File: src/rtl/ir_burst_sequencer.sv
// ir_burst_sequencer
// Schedules timed IR carrier bursts: a host command (frequency code,
// on-time, off-time, repetition count) becomes a train of emit_en bursts
// separated by gaps. Durations are counted in millisecond ticks derived
// from the system clock by a TICK_DIV prescaler.
//
// Command handshake: start is a single-cycle strobe that is only looked at
// while the block is idle (busy=0); when it is accepted the cmd_* inputs
// are captured on that same edge and may change freely afterwards. abort
// cancels a running sequence on the edge it is seen and wins over start.
// done is a one-cycle pulse on normal completion (or a no-op command);
// it never follows an abort.
//
// All outputs come straight from flops. dbg_state mirrors the FSM state
// register for observation.

module ir_burst_sequencer #(
  parameter int TICK_DIV = 100000
) (
  input  logic        clk,
  input  logic        rst,
  input  logic        start,
  input  logic        abort,
  input  logic [1:0]  cmd_freq,
  input  logic [15:0] cmd_on_ms,
  input  logic [15:0] cmd_off_ms,
  input  logic [7:0]  cmd_reps,
  output logic [1:0]  freq_sel,
  output logic        emit_en,
  output logic        busy,
  output logic        done,
  output logic [1:0]  dbg_state
);

  localparam int PW = (TICK_DIV > 1) ? $clog2(TICK_DIV) : 1;
  localparam logic [PW-1:0] PRESC_MAX = PW'(TICK_DIV - 1);

  typedef enum logic [1:0] {
    S_IDLE = 2'd0,
    S_ON   = 2'd1,
    S_OFF  = 2'd2
  } state_t;

  state_t        state_q, state_d;
  logic [PW-1:0] presc_q, presc_d;
  logic [15:0]   ms_q, ms_d;
  logic [7:0]    rep_q, rep_d;
  logic [15:0]   on_q, on_d;
  logic [15:0]   off_q, off_d;
  logic [7:0]    reps_q, reps_d;
  logic [1:0]    freq_q, freq_d;
  logic          emit_q, emit_d;
  logic          busy_q, busy_d;
  logic          done_q, done_d;

  logic          tick;
  logic          burst_end;
  logic          gap_end;
  logic          cmd_noop;
  logic [1:0]    cmd_freq_mapped;

  // One ms has elapsed when the prescaler sits on its last count.
  assign tick      = (presc_q == PRESC_MAX);
  // Last cycle of a burst / gap: final prescaler count of the final ms.
  assign burst_end = tick && (ms_q == (on_q - 16'd1));
  assign gap_end   = tick && (ms_q == (off_q - 16'd1));
  // Zero bursts or zero-length bursts produce nothing but a done pulse.
  assign cmd_noop  = (cmd_reps == 8'd0) || (cmd_on_ms == 16'd0);
  // Code 11 is not a valid emitter frequency; fall back to 1 kHz.
  assign cmd_freq_mapped = (cmd_freq == 2'b11) ? 2'b00 : cmd_freq;

  // Next-state and next-output logic for the burst sequencer.
  always_comb begin
    state_d = state_q;
    presc_d = presc_q;
    ms_d    = ms_q;
    rep_d   = rep_q;
    on_d    = on_q;
    off_d   = off_q;
    reps_d  = reps_q;
    freq_d  = freq_q;
    emit_d  = emit_q;
    busy_d  = busy_q;
    done_d  = 1'b0;

    case (state_q)
      S_IDLE: begin
        presc_d = '0;
        ms_d    = '0;
        emit_d  = 1'b0;
        busy_d  = 1'b0;
        if (start && !abort) begin
          if (cmd_noop) begin
            done_d = 1'b1;
          end else begin
            on_d    = cmd_on_ms;
            off_d   = cmd_off_ms;
            reps_d  = cmd_reps;
            freq_d  = cmd_freq_mapped;
            rep_d   = 8'd1;
            emit_d  = 1'b1;
            busy_d  = 1'b1;
            state_d = S_ON;
          end
        end
      end

      S_ON: begin
        presc_d = tick ? '0 : presc_q + PW'(1);
        ms_d    = tick ? ms_q + 16'd1 : ms_q;
        if (abort) begin
          presc_d = '0;
          ms_d    = '0;
          emit_d  = 1'b0;
          busy_d  = 1'b0;
          state_d = S_IDLE;
        end else if (burst_end) begin
          presc_d = '0;
          ms_d    = '0;
          if (rep_q == reps_q) begin
            emit_d  = 1'b0;
            busy_d  = 1'b0;
            done_d  = 1'b1;
            state_d = S_IDLE;
          end else if (off_q == 16'd0) begin
            // Back-to-back bursts: carrier stays gated on, count restarts.
            rep_d = rep_q + 8'd1;
          end else begin
            emit_d  = 1'b0;
            state_d = S_OFF;
          end
        end
      end

      S_OFF: begin
        presc_d = tick ? '0 : presc_q + PW'(1);
        ms_d    = tick ? ms_q + 16'd1 : ms_q;
        if (abort) begin
          presc_d = '0;
          ms_d    = '0;
          emit_d  = 1'b0;
          busy_d  = 1'b0;
          state_d = S_IDLE;
        end else if (gap_end) begin
          presc_d = '0;
          ms_d    = '0;
          rep_d   = rep_q + 8'd1;
          emit_d  = 1'b1;
          state_d = S_ON;
        end
      end

      default: begin
        presc_d = '0;
        ms_d    = '0;
        emit_d  = 1'b0;
        busy_d  = 1'b0;
        state_d = S_IDLE;
      end
    endcase
  end

  // State, counters, latched command and registered outputs.
  always_ff @(posedge clk) begin
    if (rst) begin
      state_q <= S_IDLE;
      presc_q <= '0;
      ms_q    <= '0;
      rep_q   <= '0;
      on_q    <= '0;
      off_q   <= '0;
      reps_q  <= '0;
      freq_q  <= 2'b00;
      emit_q  <= 1'b0;
      busy_q  <= 1'b0;
      done_q  <= 1'b0;
    end else begin
      state_q <= state_d;
      presc_q <= presc_d;
      ms_q    <= ms_d;
      rep_q   <= rep_d;
      on_q    <= on_d;
      off_q   <= off_d;
      reps_q  <= reps_d;
      freq_q  <= freq_d;
      emit_q  <= emit_d;
      busy_q  <= busy_d;
      done_q  <= done_d;
    end
  end

  assign freq_sel  = freq_q;
  assign emit_en   = emit_q;
  assign busy      = busy_q;
  assign done      = done_q;
  assign dbg_state = state_q;

endmodule

File: config.mk
export PLATFORM = sky130hd
export DESIGN_NAME = ir_burst_sequencer
export DESIGN_NICKNAME = d
export VERILOG_FILES = /design/src/rtl/ir_burst_sequencer.sv
export SDC_FILE = /design/constraint.sdc
export NUM_CORES = 1
export LEC_CHECK = 0
export BUFFER_PORTS_ARGS = -buffer_cell sky130_fd_sc_hd__buf_2
export CAP_MARGIN = 20
export CORE_ASPECT_RATIO = 0.75
export CORE_MARGIN = 2
export CORE_UTILIZATION = 50
export CTS_BUF_LIST = sky130_fd_sc_hd__clkbuf_4 sky130_fd_sc_hd__clkbuf_8
export DETAILED_ROUTE_END_ITERATION = 7
export GPL_TIMING_DRIVEN = 0
export PLACE_DENSITY = 0.7
export SYNTH_ARGS = -nofsm -noshare
export SYNTH_HDL_FRONTEND = slang
export SYNTH_SLANG_ARGS = --single-unit
export TNS_END_PERCENT = 1
File: constraint.sdc
create_clock -name clk -period 6.27 [get_ports clk]
set_input_delay 0.3135 -clock clk [delete_from_list [all_inputs] [get_ports clk]]
set_output_delay 0.3135 -clock clk [all_outputs]
set_load 0.01 [all_outputs]
==> flow_metrics.env <==
export IMPL_row_count=31
export IMPL_share_of_the_clock_period_used_by_the_worst_path_after_layout=0.540
export IMPL_clock_tree_htree_level_count=3
export IMPL_min_from="cmd_off_ms[1]"
export IMPL_postLayoutSetupSlackWorst_ns=2.88
export IMPL_tritoncts="done"
export IMPL_r2r_cells=11
export IMPL_worstSetupEndpointType="flip-flop"
export IMPL_root_buffer="sky130_fd_sc_hd__clkbuf_8"
export IMPL_skew_ns=0.0131
export IMPL_place_port_buffers=52
export IMPL_gr_usage_all_layers=0.243
export IMPL_synth_sequential_area_ratio=0.350
export IMPL_synth_top_area_frac=0.350
export IMPL_cts_resized_gates=0
export IMPL_slew_viol_final=0
export IMPL_maxClockFrequency_mhz=295
export IMPL_relSlewSlack=0.530
export IMPL_preCtsSetupSlack_ns=2.95
export IMPL_critical_path_required_ns=6.53
export IMPL_initialDrtViolationCount=495
export IMPL_p_leak_nw=2.06
export IMPL_area_growth_pct=12.8
export IMPL_worst_ir_drop_vdd_mv=0.179
export IMPL_yosys_area_top_type="sky130_fd_sc_hd__dfxtp_1"
export IMPL_route_detailed_drc=0
export IMPL_drt_pre_antenna_iters=5
export IMPL_finalHoldViolCount=0
export IMPL_post_drt_wl_per_cell_um=16.1
export IMPL_hold_worst_slack_ns=0.172
export IMPL_dp_hpwl_um=9860
export IMPL_dieHeight_um=90.9
export IMPL_globalplace_congestion=0.866
export IMPL_placed_area_sq_um=5460
export IMPL_vias=4715
export IMPL_p_per_area_nw_per_um2=267
export IMPL_run_status="complete, no violations"
export IMPL_ys_top_cells_by_area="sky130_fd_sc_hd__dfxtp_1, sky130_fd_sc_hd__nand2_1, sky130_fd_sc_hd__xnor2_1"
export IMPL_first_global_vias=4219
export IMPL_fill_cells=890
export IMPL_grt_setup_unrepaired="no"
export IMPL_cp_arrival_ns=3.65
export IMPL_max_slew_worst_pin_slew_ns=0.699
export IMPL_grt_max_degree=15
export IMPL_mappedNetlistArea_sq_um=5030
export IMPL_rr_startpoint="off_q[0]$_SDFFE_PP0P_"
export IMPL_syn_inst=608
export IMPL_postCtsSetupBuffers=0
export IMPL_fin_setup_tns_ns=0
export IMPL_cts_path_max_buffers=2
export IMPL_synth_edf_count=0
export IMPL_ys_warnings_count=0
export IMPL_cp_start_kind="flip-flop"
export IMPL_hold_path_class="in2reg"
export IMPL_core_area_sq_um=9740
export IMPL_wirelength_um=13000
export IMPL_wire_length_of_the_first_global_routing_pass_um=21000
export IMPL_cts_sinks=88
export IMPL_r2r_end="ms_q[13]$_SDFF_PP0_"
export IMPL_post_route_cells_drive_above_1_share=0.146
export IMPL_fin_util=0.583
export IMPL_boundaryPins=53
export IMPL_final_cell_count_no_fill=809
export IMPL_ff2ff_setup_slack_ns=2.88
export IMPL_postCtsHoldBufs=0
export IMPL_grt_antenna_before_repair=0
export IMPL_initial_utilization=0.517
export IMPL_power_mw=1.51
export IMPL_floorplan_die_width_um=120
export IMPL_final_nets=728
export IMPL_whs_endpoint="off_q[1]$_SDFFE_PP0P_"
export IMPL_worst_path_max_fanout=10
export IMPL_synth_seq_cells=88
export IMPL_n_antenna_cell=0
export IMPL_dp_cells=792
export IMPL_fin_area_sq_um=5680
export IMPL_timing_worst_setup_path_type="reg2reg"
export IMPL_viasPerCell=5.83
export IMPL_die_area_sq_um=10900
export IMPL_grt_ovfl_total=0
export IMPL_post_route_min_period_ns=3.39
export IMPL_ys_flop_type="sky130_fd_sc_hd__dfxtp_1"
export IMPL_worstSkewPairLatency_ns=0.38
export IMPL_synth_fp_nets=663
export IMPL_max_cap_viol_count=0
export IMPL_clk_pin_slew_ns=0.08
export IMPL_finalSetupViolCount=0
export IMPL_timing_hold_worst_path_depth=3
export IMPL_asyncSetResetFlopFracSynth=0
export IMPL_netlist_cell_type_count=72
export IMPL_antenna_violating_nets_post_route=0
export IMPL_cts_inserted_buffers=9
export IMPL_post_synth_cell_area_avg_sq_um=8.27
## where the power goes
group / internal [mW] / total, mW / switching (mW)
sequential: 0.589 / 0.627 / 0.0385
clock: 0.221 / 0.430 / 0.210
combinational: 0.186 / 0.455 / 0.269
## cells in the final DEF (no fill, tap or decap), drive strengths merged, types with 3 or more instances in the layout
master / netlist / routed
ha: 9 / 9
and4: 6 / 6
a21oi: 51 / 51
nor3b: 3 / 3
nor4: 20 / 20
nor3: 11 / 11
dfxtp: 88 / 88
o21ba: 3 / 3
buf: 3 / 56
nor2: 50 / 50
a32o: 6 / 6
a31oi: 4 / 4
o21ai: 9 / 9
a211oi: 4 / 4
o31ai: 4 / 4
nand2b: 6 / 6
o21a: 4 / 4
xor2: 35 / 35
nand4: 21 / 21
o2111ai: 4 / 4
nor4b: 8 / 8
clkbuf: 27 / 37
xnor2: 40 / 40
nor2b: 4 / 4
nand3b: 4 / 4
and2: 3 / 3
and3: 13 / 13
nand3: 21 / 21
nand2: 98 / 98
o41ai: 3 / 3
inv: 12 / 12
## state kept, by name (all words and copies together) (netlist names)
| register | cells |
|---|---|
| presc_q | 17 |
| ms_q | 16 |
| off_q | 16 |
| on_q | 16 |
| rep_q | 8 |
| reps_q | 8 |
| dbg_state | 2 |
| freq_sel | 2 |
| busy | 1 |
| done | 1 |
| emit_en | 1 |
## per-layer routing
layer / vias up / GRT usage / wire length [um] / part of all wire
li1: 2307 / - / - / -
met1: 2218 / 0.360 / 6600 / 0.51
met4: 0 / 0.0725 / 220 / 0.017
met5: - / 0 / 0 / 0
met3: 21 / 0.0511 / 902 / 0.069
met2: 169 / 0.351 / 5290 / 0.41
## worst max-delay path: stages, from the launching register on
cell                        delay, ns
sky130_fd_sc_hd__dfxtp_1         0.39
sky130_fd_sc_hd__inv_1           0.09
sky130_fd_sc_hd__ha_1            0.26
sky130_fd_sc_hd__nor3b_2         0.57
sky130_fd_sc_hd__and4_1          0.30
sky130_fd_sc_hd__o22ai_1         0.08
sky130_fd_sc_hd__nor4_1          0.28
sky130_fd_sc_hd__o2111ai_1       0.22
sky130_fd_sc_hd__o21ai_1         0.40
sky130_fd_sc_hd__a211o_1         0.34
sky130_fd_sc_hd__buf_2           0.27
sky130_fd_sc_hd__nor2_1          0.07
## layout make-up
type	instances	area, sq um	share of cell area
repair buffers	54	270	0.0476
plain buffers	30	116	0.0205
inverters	12	45.0	0.00794
clock inverters	6	85.1	0.0150
well taps	132	165	0.0291
clock buffers	9	124	0.0218
flip-flops and latches	88	1760	0.310
multi-input cells	478	3110	0.548
## synthesized netlist by cell type, types with 3 or more instances
library cell / n
sky130_fd_sc_hd__a211oi_1: 4
sky130_fd_sc_hd__a21oi_1: 51
sky130_fd_sc_hd__a31oi_1: 4
sky130_fd_sc_hd__a32o_1: 6
sky130_fd_sc_hd__and3_1: 13
sky130_fd_sc_hd__and4_1: 5
sky130_fd_sc_hd__buf_2: 3
sky130_fd_sc_hd__clkbuf_1: 27
sky130_fd_sc_hd__dfxtp_1: 88
sky130_fd_sc_hd__ha_1: 9
sky130_fd_sc_hd__inv_1: 12
sky130_fd_sc_hd__nand2_1: 98
sky130_fd_sc_hd__nand2b_1: 6
sky130_fd_sc_hd__nand3_1: 21
sky130_fd_sc_hd__nand3b_1: 4
sky130_fd_sc_hd__nand4_1: 20
sky130_fd_sc_hd__nor2_1: 50
sky130_fd_sc_hd__nor2b_1: 4
sky130_fd_sc_hd__nor3_1: 10
sky130_fd_sc_hd__nor4_1: 14
sky130_fd_sc_hd__nor4_2: 4
sky130_fd_sc_hd__nor4b_1: 8
sky130_fd_sc_hd__o2111ai_1: 4
sky130_fd_sc_hd__o21a_1: 4
sky130_fd_sc_hd__o21ai_0: 7
sky130_fd_sc_hd__o21ba_2: 3
sky130_fd_sc_hd__o31ai_1: 4
sky130_fd_sc_hd__xnor2_1: 39
sky130_fd_sc_hd__xor2_1: 35
## cell families after synthesis
kind of cell	count (synthesis)	share of synthesized area
multiplexers	1	0.00199
flip-flops	88	0.350
AND/OR/NAND/NOR	280	0.302
AO/OA/AOI/OAI	113	0.157
buffers and inverters	42	0.0321
adder cells (fa/ha/maj)	9	0.0224
XOR/XNOR	75	0.134
## worst max-delay path by stage
stage / from / end / slack (ns)
after floorplan: on_q[0]$_SDFFE_PP0P_ / rep_q[1]$_SDFFE_PP0P_ / 3.55
after global placement: off_q[0]$_SDFFE_PP0P_ / ms_q[13]$_SDFF_PP0_ / 3.06
after detailed placement: off_q[0]$_SDFFE_PP0P_ / ms_q[13]$_SDFF_PP0_ / 2.95
after CTS: off_q[0]$_SDFFE_PP0P_ / ms_q[13]$_SDFF_PP0_ / 2.93
after global routing: off_q[0]$_SDFFE_PP0P_ / ms_q[4]$_SDFF_PP0_ / 2.60
final: off_q[0]$_SDFFE_PP0P_ / ms_q[13]$_SDFF_PP0_ / 2.88
Note: power is estimated with default switching activity, not from simulation.
